### src/rtl/mmio_pkg.sv
// Shared MMIO constants and UART serialiser encoding used by the console
// transmitter and any future peripheral sitting behind the core's MMIO decode.
package mmio_pkg;

    localparam logic [31:0] MMIO_TX_ADDR     = 32'hf000_0100;
    localparam logic [31:0] MMIO_HALT_ADDR   = 32'hf000_0000;
    localparam int unsigned DEFAULT_BAUD_DIV = 868;  // 100 MHz / 115200

    typedef enum logic [1:0] {
        UART_IDLE  = 2'd0,
        UART_START = 2'd1,
        UART_DATA  = 2'd2,
        UART_STOP  = 2'd3
    } uart_state_e;

    // Occupancy as reported in the 5-bit status field, clamped at 31.
    function automatic logic [4:0] count_sat5(input logic [31:0] count);
        return (count > 32'd31) ? 5'd31 : count[4:0];
    endfunction

endpackage

### src/rtl/sync_fifo.sv
// Single-clock circular FIFO with registered occupancy count; pushes while full
// and pops while empty are ignored, so callers may drive the strobes freely.
module sync_fifo #(
    parameter int unsigned WIDTH = 8,
    parameter int unsigned DEPTH = 16,
    localparam int unsigned AW   = $clog2(DEPTH)
) (
    input  logic             clk,
    input  logic             rst,
    input  logic             i_push,
    input  logic [WIDTH-1:0] i_din,
    input  logic             i_pop,
    output logic [WIDTH-1:0] o_dout,
    output logic             o_full,
    output logic             o_empty,
    output logic [AW:0]      o_count
);

    logic [WIDTH-1:0] r_mem [DEPTH];
    logic [AW-1:0]    r_wr_ptr;
    logic [AW-1:0]    r_rd_ptr;
    logic [AW:0]      r_count;
    logic             w_push_ok;
    logic             w_pop_ok;

    assign o_full    = (r_count == (AW+1)'(DEPTH));
    assign o_empty   = (r_count == '0);
    assign o_count   = r_count;
    assign w_push_ok = i_push && !o_full;
    assign w_pop_ok  = i_pop && !o_empty;

    // Pointers wrap naturally because DEPTH is a power of two.
    always_ff @(posedge clk) begin
        if (rst) begin
            r_wr_ptr <= '0;
            r_rd_ptr <= '0;
            r_count  <= '0;
        end else begin
            if (w_push_ok) r_wr_ptr <= r_wr_ptr + 1'b1;
            if (w_pop_ok)  r_rd_ptr <= r_rd_ptr + 1'b1;
            case ({w_push_ok, w_pop_ok})
                2'b10:   r_count <= r_count + 1'b1;
                2'b01:   r_count <= r_count - 1'b1;
                default: r_count <= r_count;
            endcase
        end
    end

    // NOTE: storage is deliberately not reset; the pointers and count define
    // which entries are meaningful, and a resettable array would cost a mux per bit.
    always_ff @(posedge clk) begin
        if (w_push_ok) r_mem[r_wr_ptr] <= i_din;
    end

    assign o_dout = r_mem[r_rd_ptr];

endmodule

### src/rtl/mmio_uart_tx.sv
// Console UART transmitter: MMIO stores to TX_ADDR queue a byte for 8N1
// serialisation, MMIO loads of the same address return FIFO status one cycle later.
module mmio_uart_tx
    import mmio_pkg::*;
#(
    parameter int unsigned BAUD_DIV   = DEFAULT_BAUD_DIV,
    parameter int unsigned FIFO_DEPTH = 16,
    parameter logic [31:0] TX_ADDR    = MMIO_TX_ADDR
) (
    input  logic        clk,
    input  logic        rst,
    input  logic        mmio_oe,
    input  logic [3:0]  mmio_we,
    input  logic [31:0] mem_addr,
    input  logic [31:0] mem_wdata,
    output logic [31:0] mem_rdata,
    output logic        mem_rvalid,
    output logic        uart_txd,
    output logic        tx_busy
);

    localparam int unsigned AW = $clog2(FIFO_DEPTH);
    localparam int unsigned BW = $clog2(BAUD_DIV);
    localparam logic [BW-1:0] BAUD_LAST = BW'(BAUD_DIV - 1);

    logic        w_hit;
    logic        w_push;
    logic        w_rd;
    logic        w_pop;
    logic        w_full;
    logic        w_empty;
    logic [AW:0] w_count;
    logic [7:0]  w_head;
    logic        w_baud_done;
    logic        w_txd_next;
    logic        w_unused;

    uart_state_e   r_state;
    uart_state_e   w_state_next;
    logic [BW-1:0] r_baud_cnt;
    logic [2:0]    r_bit_cnt;
    logic [7:0]    r_shreg;
    logic          r_txd;
    logic          r_rvalid;
    logic [31:0]   r_rdata;

    // Only byte 0 carries the character; the upper store bytes are ignored.
    assign w_unused = ^mem_wdata[31:8];

    assign w_hit  = mmio_oe && (mem_addr == TX_ADDR);
    assign w_push = w_hit && mmio_we[0] && !w_full;
    assign w_rd   = w_hit && (mmio_we == 4'b0000);

    sync_fifo #(
        .WIDTH (8),
        .DEPTH (FIFO_DEPTH)
    ) u_fifo (
        .clk     (clk),
        .rst     (rst),
        .i_push  (w_push),
        .i_din   (mem_wdata[7:0]),
        .i_pop   (w_pop),
        .o_dout  (w_head),
        .o_full  (w_full),
        .o_empty (w_empty),
        .o_count (w_count)
    );

    // Status port: fixed one-cycle read latency, no back-pressure.
    always_ff @(posedge clk) begin
        if (rst) begin
            r_rvalid <= 1'b0;
            r_rdata  <= '0;
        end else begin
            r_rvalid <= w_rd;
            if (w_rd) r_rdata <= {26'b0, count_sat5(32'(w_count)), !w_full};
        end
    end

    assign mem_rvalid = r_rvalid;
    assign mem_rdata  = r_rdata;

    assign w_baud_done = (r_baud_cnt == BAUD_LAST);

    always_ff @(posedge clk) begin
        if (rst) r_state <= UART_IDLE;
        else     r_state <= w_state_next;
    end

    // NOTE: every combinational output gets a default first so no path through
    // the case statement can leave it unassigned and infer a latch.
    always_comb begin
        w_state_next = r_state;
        w_pop        = 1'b0;
        w_txd_next   = 1'b1;
        case (r_state)
            UART_IDLE: begin
                if (!w_empty) begin
                    w_pop        = 1'b1;
                    w_state_next = UART_START;
                end
            end
            UART_START: begin
                w_txd_next = 1'b0;
                if (w_baud_done) w_state_next = UART_DATA;
            end
            UART_DATA: begin
                w_txd_next = r_shreg[0];
                if (w_baud_done && (r_bit_cnt == 3'd7)) w_state_next = UART_STOP;
            end
            UART_STOP: begin
                if (w_baud_done) w_state_next = UART_IDLE;
            end
            default: w_state_next = UART_IDLE;
        endcase
    end

    // Bit timing restarts on every state entry; within DATA it wraps per bit.
    always_ff @(posedge clk) begin
        if (rst) begin
            r_baud_cnt <= '0;
            r_bit_cnt  <= '0;
            r_shreg    <= '0;
        end else begin
            if ((w_state_next != r_state) || (r_state == UART_IDLE) || w_baud_done)
                r_baud_cnt <= '0;
            else
                r_baud_cnt <= r_baud_cnt + 1'b1;

            if (w_pop) begin
                r_shreg   <= w_head;
                r_bit_cnt <= '0;
            end else if ((r_state == UART_DATA) && w_baud_done) begin
                r_shreg   <= r_shreg >> 1;
                r_bit_cnt <= r_bit_cnt + 1'b1;
            end
        end
    end

    // The pin comes straight from a flop so it never glitches on decode.
    always_ff @(posedge clk) begin
        if (rst) r_txd <= 1'b1;
        else     r_txd <= w_txd_next;
    end

    assign uart_txd = r_txd;
    assign tx_busy  = (w_count != '0) || (r_state != UART_IDLE);

endmodule

### config.mk
export PLATFORM = sky130hd
export DESIGN_NAME = mmio_uart_tx
export DESIGN_NICKNAME = d
export VERILOG_FILES = /design/src/rtl/mmio_pkg.sv /design/src/rtl/sync_fifo.sv /design/src/rtl/mmio_uart_tx.sv
export SDC_FILE = /design/constraint.sdc
export NUM_CORES = 1
export LEC_CHECK = 0
export ABC_AREA = 1
export BUFFER_PORTS_ARGS = -buffer_cell sky130_fd_sc_hd__buf_2
export CAP_MARGIN = 20
export CORE_AREA = 3 3 154 156
export CTS_CLUSTER_SIZE = 14
export DETAILED_ROUTE_END_ITERATION = 10
export DIE_AREA = 0 0 157 159
export GPL_TIMING_DRIVEN = 0
export PLACE_DENSITY = 0.49
export SLEW_MARGIN = 10
export SYNTH_ARGS = -nofsm -noshare
export SYNTH_HDL_FRONTEND = slang
export SYNTH_SLANG_ARGS = --single-unit
### constraint.sdc
create_clock -name clk -period 3.1 [get_ports clk]
set_input_delay 0.465 -clock clk [delete_from_list [all_inputs] [get_ports clk]]
set_output_delay 0.465 -clock clk [all_outputs]
set_load 0.05 [all_outputs]
==> results of run 1 <==
-- cell usage after synthesis (all sizes together) --
cell / n / area [sq um]
nand3: 52 / 272.8
nor2: 207 / 779.5
or2: 3 / 18.77
nor4: 1 / 6.260
xor2: 9 / 78.83
ha: 11 / 137.6
clkinv: 2 / 10.01
dfxtp: 48 / 960.9
nand4: 7 / 43.79
clkbuf: 7 / 28.78
nor3: 4 / 31.28
nor3b: 1 / 7.510
xnor2: 2 / 17.52
inv: 57 / 214.0
conb: 1 / 3.750
a21oi: 26 / 133.9
and2: 1 / 6.260
o211ai: 9 / 67.56
o21ai: 81 / 420.4
nand3b: 3 / 22.52
o22ai: 1 / 6.260
o21a: 1 / 7.510
buf: 47 / 330.3
edfxtp: 128 / 3844
nand2: 107 / 411.6
a21o: 1 / 7.510
-- per-stage QoR --
stage            util  instance area, sq um
3_3_place_gp   0.3819                  8594
5_1_grt        0.4100                  9226
6_report       0.4100                  9226
3_5_place_dp   0.3819                  8594
2_1_floorplan       -                  7963
4_1_cts        0.4100                  9226
-- cell families (layout without fill, tap and decap cells) --
group / Yosys count / count (layout)
AOI/OAI and AO/OA: 119 / 119
DFF: 176 / 176
buffers and inverters: 113 / 200
and+or+nand+nor: 386 / 386
xor gates and xnor gates: 11 / 11
adders and majority gates: 11 / 11
other: 1 / 26
-- path summary, 6_finish.rpt --
| path | start | endpoint | slack (ps) | cells past startpoint |
|---|---|---|---|---|
| setup / recovery | u_fifo.o_count[2] | u_fifo.o_count[4] | 440 | 16 |
| setup reg to reg | u_fifo.o_count[2] | u_fifo.o_count[4] | 440 | 16 |
| hold / removal | rst | r_shreg[7] | 300 | 2 |
| hold reg to reg | r_baud_cnt[0] | r_baud_cnt[0] | 450 | 1 |
-- sequential cells by signal, summed over array words and instances (netlist names), 3 cells and up, named ones only --
name	cells
r_shreg	8
r_baud_cnt	10
u_fifo.r_rd_ptr	4
mem_rdata	6
u_fifo.o_count	5
r_bit_cnt	3
u_fifo.r_wr_ptr	4
u_fifo.r_mem	128
-- worst max-delay path, cell delays in order (launching register included) --
cell and delay, ps:
dfxtp_1 410, inv_1 100, nand4_1 170, nand2_2 160
inv_1 180, buf_2 280, ha_1 180, clkbuf_2 170
xor2_1 210, ha_1 180, a21o_1 120, nand3b_1 110
nand2_1 80, nand2_1 50, nand2_1 50, nand2_1 40
a21oi_1 110
-- cell usage in the layout, fill, tap and decap left out, types with 26 or more instances in the layout --
cell type and instances:
nor2_1 206, o21ai_0 75, edfxtp_1 128, buf_2 70, dfxtp_1 48, nand3_1 51, conb_1 26, buf_4 28
inv_1 53, nand2_1 103
-- power by group through the flow --
stage	logic [mW]	clock network [mW]	registers, mW
after floorplan	1.41	0	2.75
after global placement	2.07	0	2.76
after detailed placement	2.06	0	2.76
after CTS	2.07	2.28	2.70
after global routing	2.30	2.38	2.72
final	2.06	2.24	2.70
-- cell type report --
class,instances,share of cell area
flip-flops and latches,176,0.5207
clock buffers,17,0.04611
multi-input cells,553,0.2791
plain buffers,54,0.03892
clock inverters,15,0.02238
inverters,59,0.02427
repair buffers,55,0.02983
well taps,285,0.03865
-- routing by layer --
metal | part of all wire | global-route usage | up-vias | routed length (microns)
li1 | - | - | 2891 | -
met1 | 0.49 | 0.2316 | 2513 | 9493
met2 | 0.44 | 0.2373 | 141 | 8526
met3 | 0.043 | 0.02827 | 27 | 829
met4 | 0.019 | 0.05054 | 0 | 368
met5 | 0 | 0 | - | 0
==> summary.md, run 1 <==
| Metric | Value |
|---|---|
| Status | `completed` |
| Routed WL per cell | `15.83 microns` |
| Sw Share | `0.3640` |
| Number of setup buffers added after CTS | `0` |
| Total power | `7.000 mW` |
| TritonRoute pass-1 iters | `5` |
| Largest family of logic cells by synthesized area | `simple AND/OR/NAND/NOR gates` |
| Fin crit share | `0.8589` |
| Mapped Cells | `817` |
| GRT Total Usage | `0.1579` |
| # fillers | `2,216` |
| Post-Layout Cell Count | `1,214` |
| Worst Path Required | `3460 ps` |
| Synth Area in Compound Gates | `0.08173` |
| Pwr dens | `758.7 nW/um^2` |
| Root Driver | `clkbuf_16` |
| Reg area | `4805 sq um` |
| Inserted Diodes | `0` |
| H-tree level count | `4` |
| Global-route wire length before repair | `30,060 microns` |
| DRC viols | `0` |
| Longest Clk Path Bufs | `2` |
| Hold/Removal Path Class | `primary input to register` |
| CTS tree | `yes` |
| Synthesis-stage register bit count | `176` |
| Startpoint types | `register` |
| Die Height | `159 microns` |
| Post-Synth Simple-Gate Area | `0.2034` |
| Routed vias/inst | `4.590` |
| Post-Synth XOR/XNOR Area | `0.01224` |
| Worst setup margin | `437.5 ps` |
| Final hold viol count | `0` |
| Antenna violations before repair | `0` |
| Sequential cell area fraction in the yosys report | `0.6106` |
| Post-route antenna net violation count | `0` |
| Fin Hold WS | `299.8 ps` |
| Clock slew at reported path FFs | `70 ps` |
| First DRT Iteration DRCs | `451` |
| LEAKAGE | `3.632 nW` |
| Setup WS pre-CTS | `257.5 ps` |
| Post-synth cell types | `39` |
| Core area | `22,500 sq um` |
| Slew headroom | `0.4219` |
| Clk_lat worst skew | `430 ps` |
| Hold-fix buffers, CTS | `0` |
| Psw | `2.548 mW` |
| Via count | `5,572` |
| Setup CP Type | `register to register` |
| Share of total power in the clock network | `0.320` |
| Multi-input gate area | `2575 sq um` |
| Fmax | `375.6 MHz` |
| Die W | `157 microns` |
| Gate power share | `0.294` |
| Arrival time worst endpoint | `3020 ps` |
| Share of post-route cells with drive strength above 1 | `0.1658` |
| CTS Buf Count | `17` |
| Crit end category | `register` |
| CP Max Fanout | `11` |
| Internal power | `4.452 mW` |
| Clock Skew | `11.45 ps` |
| Pin count of the biggest net entering global routing | `21` |
| Syn_area_per_cell | `9.631 sq um` |
| Slew Limit Fails | `0` |
| RSZ-0062 raised after global routing | `false` |
| Worst VDD drop | `0.0004398 V` |
| Setup tns final | `0 ps` |
| Synthesized cell area | `7869 sq um` |
| Die Area | `24,960 sq um` |
| DP HPWL | `13,520 microns` |
| Final Net Count | `998` |
| Area Overhead vs Synth | `17.25%` |
| I/O pin cnt | `106` |
| IO Port Bufs | `55` |
| Ys Warns | `0` |
| Synth Area in Adders | `0.01749` |
| Max_cap viols | `0` |
| Multiplexer share of the synthesized area | `0` |
| Seq pwr share | `0.386` |
| Final WL | `19,220 microns` |
| Vias in the first global route | `5,207` |
| Final setup fails | `0` |
| Gr ovfl total | `0` |
| Cell row count | `55` |
| Resize count post-CTS | `0` |
| Clock sinks | `176` |
| Min Tclk post-route | `2662 ps` |
| Routability congestion estimate | `0.8422` |
| Placed cell count | `1,182` |
| Initial Util | `0.3497` |
| Slew @ Worst Pin | `864.0 ps` |
No activity file was read; power rests on OpenSTA's default activity.
==> inputs of run 2 (changes only) <==
--- a/config.mk
+++ b/config.mk
@@ -13,6 +13,7 @@
 export DETAILED_ROUTE_END_ITERATION = 10
 export DIE_AREA = 0 0 157 159
 export GPL_TIMING_DRIVEN = 0
+export MAX_ROUTING_LAYER = met4
 export PLACE_DENSITY = 0.49
 export SLEW_MARGIN = 10
 export SYNTH_ARGS = -nofsm -noshare
==> run 2 against run 1 <==
Effect of this change: final area unchanged; register-to-register slack about the same; combinational power about the same; first-iteration DRC count down 2.2%; clock-buffer cell count unchanged; non-clock buffer count unchanged; critical path depth unchanged; worst setup slack better by 4.9 ps; wire length about the same; fmax up 0.18%; largest power group unchanged.
==> summary.md, run 2 (same netlist as run 1, synthesis figures left out) <==
| Metric | Value |
|---|---|
| Largest register FFs | `128 (unchanged)` |
| Hold-fix buffers, CTS | `0 (unchanged)` |
| Gate power share | `0.294 (about the same)` |
| Clock Skew | `12.14 ps (was 11.45 ps)` |
| CP Max Fanout | `11 (unchanged)` |
| Worst Path Required | `3460 ps (about the same)` |
| Post-layout util | `0.4100 (unchanged)` |
| Slew @ Worst Pin | `874.0 ps (was 864.0 ps)` |
| Resize count post-CTS | `0 (unchanged)` |
| Final hold viol count | `0 (unchanged)` |
| Routed WL per cell | `15.83 microns (about the same)` |
| Die Area | `24,960 sq um (unchanged)` |
| Psw | `2.545 mW (was 2.548 mW)` |
| Fmax | `376.3 MHz (was 375.6 MHz)` |
| LEAKAGE | `3.632 nW (unchanged)` |
| Final Net Count | `998 (unchanged)` |
| Share of post-route cells with drive strength above 1 | `0.1658 (unchanged)` |
| Registers with the most flip-flops | `u_fifo.r_mem x128, r_baud_cnt x10, r_shreg x8 (unchanged)` |
| Slew Limit Fails | `0 (unchanged)` |
| Via count | `5,631 (was 5,572)` |
| Number of setup buffers added after CTS | `0 (unchanged)` |
| Clock slew at reported path FFs | `70 ps (about the same)` |
| Most frequent cells in the layout | `206 x nor2_1, 128 x edfxtp_1, 103 x nand2_1 (unchanged)` |
| Routability congestion estimate | `0.8554 (was 0.8422)` |
| TritonRoute pass-1 iters | `5 (unchanged)` |
| Largest Register | `u_fifo.r_mem (unchanged)` |
| Multi-input gate area | `2575 sq um (unchanged)` |
| Status | `completed (unchanged)` |
| IO Port Bufs | `55 (unchanged)` |
| H-tree level count | `4 (unchanged)` |
| Die Height | `159 microns (unchanged)` |
| Internal power | `4.452 mW (about the same)` |
| Inserted Diodes | `0 (unchanged)` |
| Share of total power in the clock network | `0.319 (was 0.320)` |
| Die W | `157 microns (unchanged)` |
| Core area | `22,500 sq um (unchanged)` |
| Startpoint types | `register (unchanged)` |
| Post-route antenna net violation count | `0 (unchanged)` |
| DRC viols | `0 (unchanged)` |
| Worst setup margin | `442.4 ps (was 437.5 ps)` |
| Pwr dens | `758.3 nW/um^2 (was 758.7 nW/um^2)` |
| Slew headroom | `0.4152 (was 0.4219)` |
| Sw Share | `0.3638 (was 0.3640)` |
| Setup tns final | `0 ps (unchanged)` |
| Final setup fails | `0 (unchanged)` |
| Cell row count | `55 (unchanged)` |
| I/O pin cnt | `106 (unchanged)` |
| Min Tclk post-route | `2658 ps (was 2662 ps)` |
| Leading cell type in the layout, fill and taps excluded | `nor2_1 (unchanged)` |
| Clock sinks | `176 (unchanged)` |
| DP HPWL | `13,520 microns (unchanged)` |
| Clk_lat worst skew | `430 ps (about the same)` |
| First DRT Iteration DRCs | `441 (was 451)` |
| Pin count of the biggest net entering global routing | `21 (unchanged)` |
| Arrival time worst endpoint | `3020 ps (about the same)` |
| Longest Clk Path Bufs | `2 (unchanged)` |
| Fin crit share | `0.8573 (was 0.8589)` |
| Crit end category | `register (unchanged)` |
| GRT Total Usage | `0.1626 (was 0.1579)` |
| Final WL | `19,210 microns (was 19,220 microns)` |
| Total power | `6.997 mW (was 7.000 mW)` |
| Initial Util | `0.3497 (unchanged)` |
| Root Driver | `clkbuf_16 (unchanged)` |
| CTS Buf Count | `17 (unchanged)` |
| Reg area | `4805 sq um (unchanged)` |
| Global-route wire length before repair | `30,050 microns (was 30,060 microns)` |
| Routed vias/inst | `4.638 (was 4.590)` |
| Setup WS pre-CTS | `257.5 ps (unchanged)` |
| Max_cap viols | `0 (unchanged)` |
| Vias in the first global route | `5,200 (was 5,207)` |
| Gr ovfl total | `0 (unchanged)` |
| Area Overhead vs Synth | `17.25% (unchanged)` |
| RSZ-0062 raised after global routing | `false (unchanged)` |
| Seq pwr share | `0.386 (about the same)` |
| Antenna violations before repair | `0 (unchanged)` |
| Setup CP Type | `register to register (unchanged)` |
| # fillers | `2,216 (unchanged)` |
| Hold/Removal Path Class | `primary input to register (unchanged)` |
| CTS tree | `yes (unchanged)` |
| Worst VDD drop | `0.0004426 V (was 0.0004398 V)` |
==> run 2: worst paths after layout <==
check	endpoint	from	cells past startpoint	slack [ps]
setup / recovery	u_fifo.o_count[4]	u_fifo.o_count[2]	16	440
hold / removal	r_shreg[7]	rst	2	290
hold reg to reg	r_baud_cnt[0]	r_baud_cnt[0]	1	450
setup reg to reg	u_fifo.o_count[4]	u_fifo.o_count[2]	16	440
==> run 2: layout make-up <==
class	instances	area share
sequential	176	0.5207
multi-input combinational	553	0.2791
clock buffer	17	0.04611
buffer	54	0.03892
tap	285	0.03865
timing repair buffer	55	0.02983
inverter	59	0.02427
clock inverter	15	0.02238
==> run 2: per-stage QoR <==
step	instance area, sq um	cells	hold slack, ps
finish	9226	1214	289.6
global route	9226	1214	284.7
CTS	9226	1214	268.6
detailed placement	8594	1182	443.5
global placement	8594	1182	434.2
floorplan	7963	842	417.5
==> run 2: power by group through the flow <==
stage | Sequential [mW] | Combinational (mW) | Clock (mW)
6_report | 2.70 | 2.06 | 2.23
5_1_grt | 2.72 | 2.30 | 2.38
4_1_cts | 2.70 | 2.07 | 2.28
3_5_place_dp | 2.76 | 2.06 | 0
3_3_place_gp | 2.76 | 2.07 | 0
2_1_floorplan | 2.75 | 1.41 | 0
==> run 2: worst max-delay path: stages, from the launching register on <==
cell and delay [ps]:
dfxtp_1 410, inv_1 100, nand4_1 170, nand2_2 160, inv_1 180, buf_2 280
ha_1 180, clkbuf_2 170, xor2_1 210, ha_1 180, a21o_1 120, nand3b_1 110
nand2_1 80, nand2_1 50, nand2_1 50, nand2_1 40, a21oi_1 110
==> run 2: layer usage <==
layer | share of wire | track usage | vias up
met5 | 0 | - | -
met1 | 0.48 | 0.2303 | 2555
met2 | 0.45 | 0.2387 | 160
met4 | 0.019 | 0.05054 | 0
li1 | - | - | 2892
met3 | 0.052 | 0.02827 | 24
